[config.mk]
export PLATFORM = sky130hd
export DESIGN_NAME = campaign_ctrl
export DESIGN_NICKNAME = d
export VERILOG_FILES = /design/src/rtl/campaign_ctrl.sv
export SDC_FILE = /design/constraint.sdc
export NUM_CORES = 1
export LEC_CHECK = 0
export CAP_MARGIN = 10
export CORE_MARGIN = 4
export CORE_UTILIZATION = 35
export CTS_CLUSTER_DIAMETER = 50
export DETAILED_ROUTE_END_ITERATION = 8
export GPL_TIMING_DRIVEN = 0
export MAX_ROUTING_LAYER = met4
export PLACE_DENSITY = 0.63
export RECOVER_POWER = 50
export SETUP_SLACK_MARGIN = 0.02
export SLEW_MARGIN = 40
export SYNTH_ARGS = -nofsm -noshare
export SYNTH_HDL_FRONTEND = slang
export SYNTH_SLANG_ARGS = --single-unit
export TNS_END_PERCENT = 10
[constraint.sdc]
create_clock -name clk -period 8.16 [get_ports clk]
set_clock_uncertainty 0.05 [all_clocks]
set_input_delay 1.224 -clock clk [delete_from_list [all_inputs] [get_ports clk]]
set_output_delay 1.224 -clock clk [all_outputs]
set_load 0.01 [all_outputs]
[src/rtl/campaign_ctrl.sv]
// Campaign sequencer for the AES verification platform: reset, encrypt,
// drain, reset, decrypt, drain, with watchdog and abort handling.
`timescale 1ns/1ps
module campaign_ctrl #(
  parameter int BLOCKS_PER_PHASE = 256,
  parameter int RST_HOLD         = 64,
  parameter int QUIET_CYC        = 1024,
  parameter int TIMEOUT_CYC      = 65536
) (
  input  logic        clk,
  input  logic        rst,
  input  logic        start,
  input  logic        abort,
  input  logic [31:0] total,
  input  logic [31:0] correct,
  output logic        work,
  output logic        enc,
  output logic        chip_rst_req,
  output logic        busy,
  output logic        done,
  output logic [1:0]  fail_code,
  output logic [15:0] enc_errors,
  output logic [15:0] dec_errors
);

  localparam logic [31:0] BPP       = 32'(BLOCKS_PER_PHASE);
  localparam logic [31:0] HOLD_LAST = 32'(RST_HOLD - 1);
  localparam logic [31:0] QUIET     = 32'(QUIET_CYC);
  localparam logic [31:0] TMO       = 32'(TIMEOUT_CYC);

  typedef enum logic [2:0] {
    S_IDLE,
    S_RST,
    S_RUN,
    S_DRAIN,
    S_FIN
  } state_t;

  state_t      state_q, state_d;
  logic        phase_q, phase_d;
  logic [31:0] base_t_q, base_t_d;
  logic [31:0] base_c_q, base_c_d;
  logic [31:0] cnt_q, cnt_d;
  logic [31:0] wd_q, wd_d;
  logic [31:0] tot_q, tot_d;
  logic        work_q, work_d;
  logic        enc_q, enc_d;
  logic        crr_q, crr_d;
  logic        busy_q, busy_d;
  logic        done_q, done_d;
  logic [1:0]  fc_q, fc_d;
  logic [15:0] ee_q, ee_d;
  logic [15:0] de_q, de_d;

  logic        chg;
  logic [31:0] wd_nx;
  logic [31:0] err;
  logic [15:0] err_sat;

  always_comb begin
    chg     = (total != tot_q);
    wd_nx   = chg ? 32'd1 : wd_q + 32'd1;
    err     = (total - base_t_q) - (correct - base_c_q);
    err_sat = (|err[31:16]) ? 16'hFFFF : err[15:0];

    state_d  = state_q;
    phase_d  = phase_q;
    base_t_d = base_t_q;
    base_c_d = base_c_q;
    cnt_d    = cnt_q;
    wd_d     = wd_q;
    tot_d    = total;
    work_d   = work_q;
    enc_d    = enc_q;
    crr_d    = crr_q;
    busy_d   = busy_q;
    done_d   = 1'b0;
    fc_d     = fc_q;
    ee_d     = ee_q;
    de_d     = de_q;

    unique case (state_q)
      S_IDLE: begin
        if (start && !abort) begin
          state_d  = S_RST;
          base_t_d = total;
          base_c_d = correct;
          ee_d     = '0;
          de_d     = '0;
          fc_d     = 2'b00;
          phase_d  = 1'b0;
          enc_d    = 1'b1;
          crr_d    = 1'b1;
          busy_d   = 1'b1;
          cnt_d    = '0;
        end
      end
      S_RST: begin
        cnt_d = cnt_q + 32'd1;
        if (cnt_q == HOLD_LAST) begin
          state_d  = S_RUN;
          crr_d    = 1'b0;
          work_d   = 1'b1;
          base_t_d = total;
          base_c_d = correct;
          wd_d     = '0;
        end
      end
      S_RUN: begin
        wd_d = wd_nx;
        if (tot_q - base_t_q >= BPP) begin
          state_d = S_DRAIN;
          work_d  = 1'b0;
          cnt_d   = '0;
          wd_d    = '0;
        end else if (wd_nx >= TMO) begin
          state_d = S_IDLE;
          work_d  = 1'b0;
          busy_d  = 1'b0;
          fc_d    = 2'b10;
          done_d  = 1'b1;
        end
      end
      S_DRAIN: begin
        wd_d  = wd_nx;
        cnt_d = chg ? 32'd0 : cnt_q + 32'd1;
        if (!chg && (cnt_q + 32'd1 == QUIET)) begin
          if (!phase_q) begin
            ee_d    = err_sat;
            phase_d = 1'b1;
            state_d = S_RST;
            enc_d   = 1'b0;
            crr_d   = 1'b1;
            cnt_d   = '0;
          end else begin
            de_d    = err_sat;
            state_d = S_FIN;
          end
        end else if (wd_nx >= TMO) begin
          state_d = S_IDLE;
          busy_d  = 1'b0;
          fc_d    = 2'b10;
          done_d  = 1'b1;
        end
      end
      S_FIN: begin
        fc_d    = (ee_q != '0 || de_q != '0) ? 2'b01 : 2'b00;
        done_d  = 1'b1;
        busy_d  = 1'b0;
        state_d = S_IDLE;
      end
      default: state_d = S_IDLE;
    endcase

    // abort wins over every transition, including error capture
    if (abort && state_q != S_IDLE) begin
      state_d = S_IDLE;
      phase_d = phase_q;
      work_d  = 1'b0;
      enc_d   = enc_q;
      crr_d   = 1'b0;
      busy_d  = 1'b0;
      fc_d    = 2'b11;
      done_d  = 1'b1;
      ee_d    = ee_q;
      de_d    = de_q;
    end
  end

  always_ff @(posedge clk or posedge rst) begin
    if (rst) begin
      state_q  <= S_IDLE;
      phase_q  <= 1'b0;
      base_t_q <= '0;
      base_c_q <= '0;
      cnt_q    <= '0;
      wd_q     <= '0;
      tot_q    <= '0;
      work_q   <= 1'b0;
      enc_q    <= 1'b1;
      crr_q    <= 1'b0;
      busy_q   <= 1'b0;
      done_q   <= 1'b0;
      fc_q     <= 2'b00;
      ee_q     <= '0;
      de_q     <= '0;
    end else begin
      state_q  <= state_d;
      phase_q  <= phase_d;
      base_t_q <= base_t_d;
      base_c_q <= base_c_d;
      cnt_q    <= cnt_d;
      wd_q     <= wd_d;
      tot_q    <= tot_d;
      work_q   <= work_d;
      enc_q    <= enc_d;
      crr_q    <= crr_d;
      busy_q   <= busy_d;
      done_q   <= done_d;
      fc_q     <= fc_d;
      ee_q     <= ee_d;
      de_q     <= de_d;
    end
  end

  assign work         = work_q;
  assign enc          = enc_q;
  assign chip_rst_req = crr_q;
  assign busy         = busy_q;
  assign done         = done_q;
  assign fail_code    = fc_q;
  assign enc_errors   = ee_q;
  assign dec_errors   = de_q;

endmodule

Word level (Yosys, flattened, before mapping) --
Index checks and enable logic that the tools add are counted. Widths: inputs -> output; s select.
Storage, ports and cells: word-level logic and storage cells 138, output and inout port bits 39, input bits 68, memories 0, memory bits (read-only) 0, latch bits 0, register bits 203, RAM bits 0
Cells by class: shifts and indexed selects 0, add/sub/neg operators 6, mux-type cells 66, equal/unequal tests 20, multipliers 0, $lt $le $gt $ge 2, div/mod/pow operators 0, reduce and logical (&&, ||, !) cells 28, bitwise gates (word level) 1
Operators with widths (number):
- $mux 32 | 12
- $pmux 32 s2 | 2
- $pmux 32 s4 | 1
- $sub 32x32->32 | 4
- $mux 16 | 6
- $pmux 32 s3 | 1
- $add 32x1->32 const B | 2
- $pmux 16 s2 | 2
- $eq 32x11->1 const B | 1
- $eq 32x6->1 const B | 1
- $ge 32x17->1 const B | 1
- $ge 32x9->1 const B | 1
- $ne 32x32->1 | 1
- $reduce_bool 16->1 | 2
- $mux 1 | 22
- $mux 3 | 7
- $ne 3x3->1 const B | 6
- $reduce_or 16->1 | 1
- $reduce_and 5->1 | 3
- $ne 2x2->1 const B | 6
- $pmux 3 s4 | 1
- $mux 2 | 5
- $reduce_and 3->1 | 3
- $reduce_bool 3->1 | 3
- 18 further kinds | 29

Longest topological paths before layout --
depth after elaboration 7, gate-level depth with buffers 19

Worst setup path before layout --
Ideal clock, no wire load.
path type input-to-reg, start point in correct[0], end point reg de_q[3] (netlist: dec_errors[3]), stages on the path 19, data arrival time 5207 ps, path buffers 1, slack 2785 ps, cells stage by stage inv_1 -> fa_1 -> inv_1 -> fa_1 -> inv_1 -> ha_1 -> inv_1 -> fa_1 -> nor2b_1 -> o211ai_1 -> a2111oi_0 -> o31a_1 -> o21ai_0 -> a2111o_1 -> nor4_1 -> and4b_1 -> clkbuf_1 -> nand4_1 -> a21o_1
On the way: longest elaborated chain between the ends 7
Ends and longest elaborated chain:
- from (decl) | line 15 | input logic [31:0] correct,
- $sub 32x32->32 (*) (2 in series) | line 63 | err = (total - base_t_q) - (correct - base_c_q);
- $reduce_or 16->1 | line 64 | err_sat = (|err[31:16]) ? 16'hFFFF : err[15:0];
- $mux 16 (*) | line 64
- $mux 16 (*) | line 128 | if (!phase_q) begin
- $mux 16 (*) | line 127 | if (!chg && (cnt_q + 32'd1 == QUIET)) begin
- $pmux 16 s2 (*) | line 82 | unique case (state_q)
- to (signal assigned) | line 186 | de_q <= '0;
- to (signal assigned) | line 202 | de_q <= de_d;
- to (decl) | line 53 | logic [15:0] de_q, de_d;
Mark *: on every way between the ends. The rest lies on a longest branch, timed or not. The select of a mux whose other input is x is not followed. A chain may end at the register's enable or synchronous reset.

Worst setup path after layout --
start point in total[0], end point reg ee_q[3] (netlist: enc_errors[3])
On the way: longest elaborated chain between the ends 7, elaborated cells on any way between the ends 12, those cells by class 2 x add/sub; 2 x eq/ne; 4 x mux; 4 x reduce/logical
Ends and longest elaborated chain:
- from (decl) | line 14 | input logic [31:0] total,
- $sub 32x32->32 (2 in series) | line 63
- $reduce_or 16->1 | line 64
- $mux 16 | line 64
- $mux 16 | line 128
- $mux 16 | line 127
- $pmux 16 s2 | line 82
- to (signal assigned) | line 185 | ee_q <= '0;
- to (signal assigned) | line 201 | ee_q <= ee_d;
- to (decl) | line 52 | logic [15:0] ee_q, ee_d;
Several ways; a longest one is shown, not always the timed one. The select of a mux whose other input is x is not followed.

==> flow_summary.toml <==
[yosys]
synth_top_flop_cell = "dfrtp_1"
cell_variety_after_synth = 84
synth.yosys.seq_area_share_pct = 30.5
synthesis.area_um2 = 16700
synth_enable_flop_cells = 0
synthesis.instances = 1961
synth_area_per_cell_um2 = 8.50
synth_warnings = 0
syn-num-nets = 2158
synth-seq-cells = 203
ys_async_sr_fraction_pct = 100

[cells_and_area]
seq_area_um2 = 5080
area.growth.synth_to_final_pct = 17.8
utilization_pct = 41.9
most_common_cell_after_layout_fill_and_taps_aside = "dfrtp_1"
fin_cells = 2735
fillCellCount = 4665
most-common-layout-cells = "202 x dfrtp_1, 163 x nand2_1, 147 x inv_1"
multi_input_comb_area_um2 = 10400
layout_nets = 2298
drive_gt1_share_pct = 8.43

[setup_path]
crit_path_max_fanout = 10
start_kind = "input pin"
cp_data_required_time_ps = 8600
crit_arrival_ps = 6650
critical-path-top-delay-family = "compound AO/OA/AOI/OAI gates"
reg2reg_to = "enc_errors[3]"
slowest_delay_ps = 670
worst_r2r_startpoint = "base_t_q[0]"
crit_path_top_delay_cell = "dlygate4sd3_1"
critPathCaptureType = "flip-flop"
timing_worst_setup_path_type = "in -> reg"
r2r.worst_path.cells = 19
rrSetupSlack_ps = 2930
cp.buffers_inverters = 5
critical_path.cell_chain = "dlygate4sd3_1 -> fa_1 -> inv_1 -> fa_1 -> inv_1 -> ha_1 -> inv_1 -> fa_1 -> nor2b_1 -> o211ai_1 -> a2111oi_1 -> o31a_1 -> o21ai_0 -> a2111o_1 -> nor4_1 -> and4b_1 -> clkbuf_1 -> nand4_1 -> a21o_1"

[sta]
timing.final.max_slew_violations = 60
finalHoldViolCount = 0
slew-limit-headroom_pct = -99.7
worst-slew-pin-transition_ps = 2980
setup_violations = 0
maxClockFrequency_mhz = 161
grt_setup_unrepaired = "no"
fin_crit_sh_pct = 76.1
min_period_ps = 6210

[pwr]
power-per-cell-area_nw_per_um2 = 248
vdd_drop_max_v = 0.000176
static-leakage-power_uw = 0.00837

[clocking]
tritoncts = "done"
cts-buffers-inserted = 30
cts_max_path_buffers = 3
h_tree_level_count = 1
cts.repair.resized = 0
clk_transition_reported_paths_ps = 60
clock-root-buffer = "clkbuf_16"
cts_hold_repair.buffers = 0
cts_setup_buffers = 0
numClockSinks = 203
worstSkewPairLatency_ps = 600

[global_route]
congestion_overflow_gr = 0
first_global_vias = 15300
grt_first_pass_wirelength_mm = 86.3
grt_antenna_before_repair = 4
grt_use_total_pct = 21.8
maximum_number_of_pins_on_one_net_before_global_route_repair = 77

[placement]
gp_congestion = 0.941
post-dp-hpwl_mm = 43.0
port_buffers = 106
placed_instances = 2676

[floorplan]
boundaryPins = 107
die-area_um2 = 51200
fp.dieW_um = 226
die_y_um = 226
initial_core_util_pct = 35.6
core.rowCount = 79
core_area_um2 = 46900

[route]
vias = 15800
detail-route-antenna-nets = 0
drt_wl_total_mm = 55.2
drt_pass1_iterations = 6
vias_per_cell = 5.78
wl_per_cell_um = 20.2
detail_route.iter0.violations = 1474
drt_drc_violations_left = 0

[hold_path]
hold_path.class = "reg -> reg"
min_path_cells = 2
min_delay_worst_endpoint = "enc"
worstHoldStart = "enc"

[status]
outcome = "finished with violations"
failed_checks = "capacitance limit, slew limit"

[flow_run]
max_cap_viol_count = 1
## cell type report
| class | instances | share of cell area (%) |
|---|---|---|
| antenna | 4 | 0.0510 |
| buffer | 135 | 3.05 |
| clock buffer | 31 | 3.89 |
| clock inverter | 24 | 1.57 |
| inverter | 149 | 2.86 |
| multi-input combinational | 1474 | 53.1 |
| sequential | 203 | 25.9 |
| tap | 607 | 3.87 |
| timing repair buffer | 108 | 5.69 |
## power breakdown
part / internal, uW / switching (uW)
Sequential: 1090 / 63.4
Combinational: 897 / 1430
Clock: 829 / 557
Total: 2810 / 2050
## state kept, by name, summed over array words and instances (netlist names), 2 cells and up
signal	flops
base_c_q	32
base_t_q	32
cnt_q	32
dec_errors	16
enc_errors	16
fail_code	2
state_q	3
tot_q	32
wd_q	32
## layer usage
layer	share of wire, %	up-vias	track usage [%]	wire, um
li1	-	7403	-	-
met3	6.5	103	2.87	3610
met4	3.5	0	7.27	1910
met2	46	604	33.7	25300
met1	44	7702	29.6	24400
met5	0	-	-	0
## synthesized netlist by cell type, drive strengths merged (14+ instances only)
cell type  instances  share of area (%)
a211oi            14               0.66
a21o              22               0.99
a21oi             78                2.4
a221o             18                1.2
a311oi            44                2.3
a31oi             22               0.83
and3              51                1.9
and4              29                1.5
buf               41                1.5
clkbuf            94                2.1
dfrtp            202                 30
fa                63                7.6
ha                66                5.0
inv              148                3.3
mux2              35                2.4
mux2i             15               0.90
nand2            164                3.7
nand3             88                2.6
nand4             38                1.4
nor2             122                2.7
nor3             133                4.0
nor4              42                1.7
o211ai            14               0.63
o21ai            123                3.8
or3               15               0.62
or4               14               0.65
xnor2             41                2.2
xor2              55                2.9
## tightest hold or removal path, cell delays in order, from the launching register on
cell and delay [ps]:
dfstp_2 370, nand2_1 50, nand2_1 40
## kinds of logic (layout without fill, tap and decap cells)
group	Yosys count	after routing	share of synthesized area [%]
AND/OR/NAND/NOR	758	758	23.5
AO/OA/AOI/OAI	441	441	18.2
buffers and inverters	284	447	6.94
flip-flops	203	203	30.5
adder cells (fa/ha/maj)	129	129	12.5
XOR/XNOR	96	96	5.05
multiplexers	50	50	3.27
other	0	4	0
## how the worst max path moves through the flow
stage / from / endpoint / slack [ps] / depth (start not counted)
2_1_floorplan: rst / base_c_q[0] / 1350 / 1
3_3_place_gp: rst / base_t_q[16] / -1790 / 2
3_5_place_dp: total[0] / dec_errors[4] / 1240 / 19
4_1_cts: total[0] / dec_errors[4] / 1890 / 19
5_1_grt: total[12] / dec_errors[8] / 1510 / 18
6_report: total[0] / enc_errors[3] / 1950 / 19
## metrics by stage
| step | TNS [ps] | hold slack [ps] | area, um^2 | total power (uW) | setup slack [ps] |
|---|---|---|---|---|---|
| 4_1_cts | 0 | 410 | 19600 | 4870 | 1890 |
| 2_1_floorplan | 0 | 400 | 16700 | 2840 | 1350 |
| 3_5_place_dp | 0 | 402 | 18500 | 3460 | 1240 |
| 6_report | 0 | 411 | 19600 | 4860 | 1950 |
| 5_1_grt | 0 | 418 | 19600 | 5210 | 1510 |
| 3_3_place_gp | -352550 | 401 | 18500 | 3420 | -1790 |
Note: power is estimated with default switching activity, not from simulation.
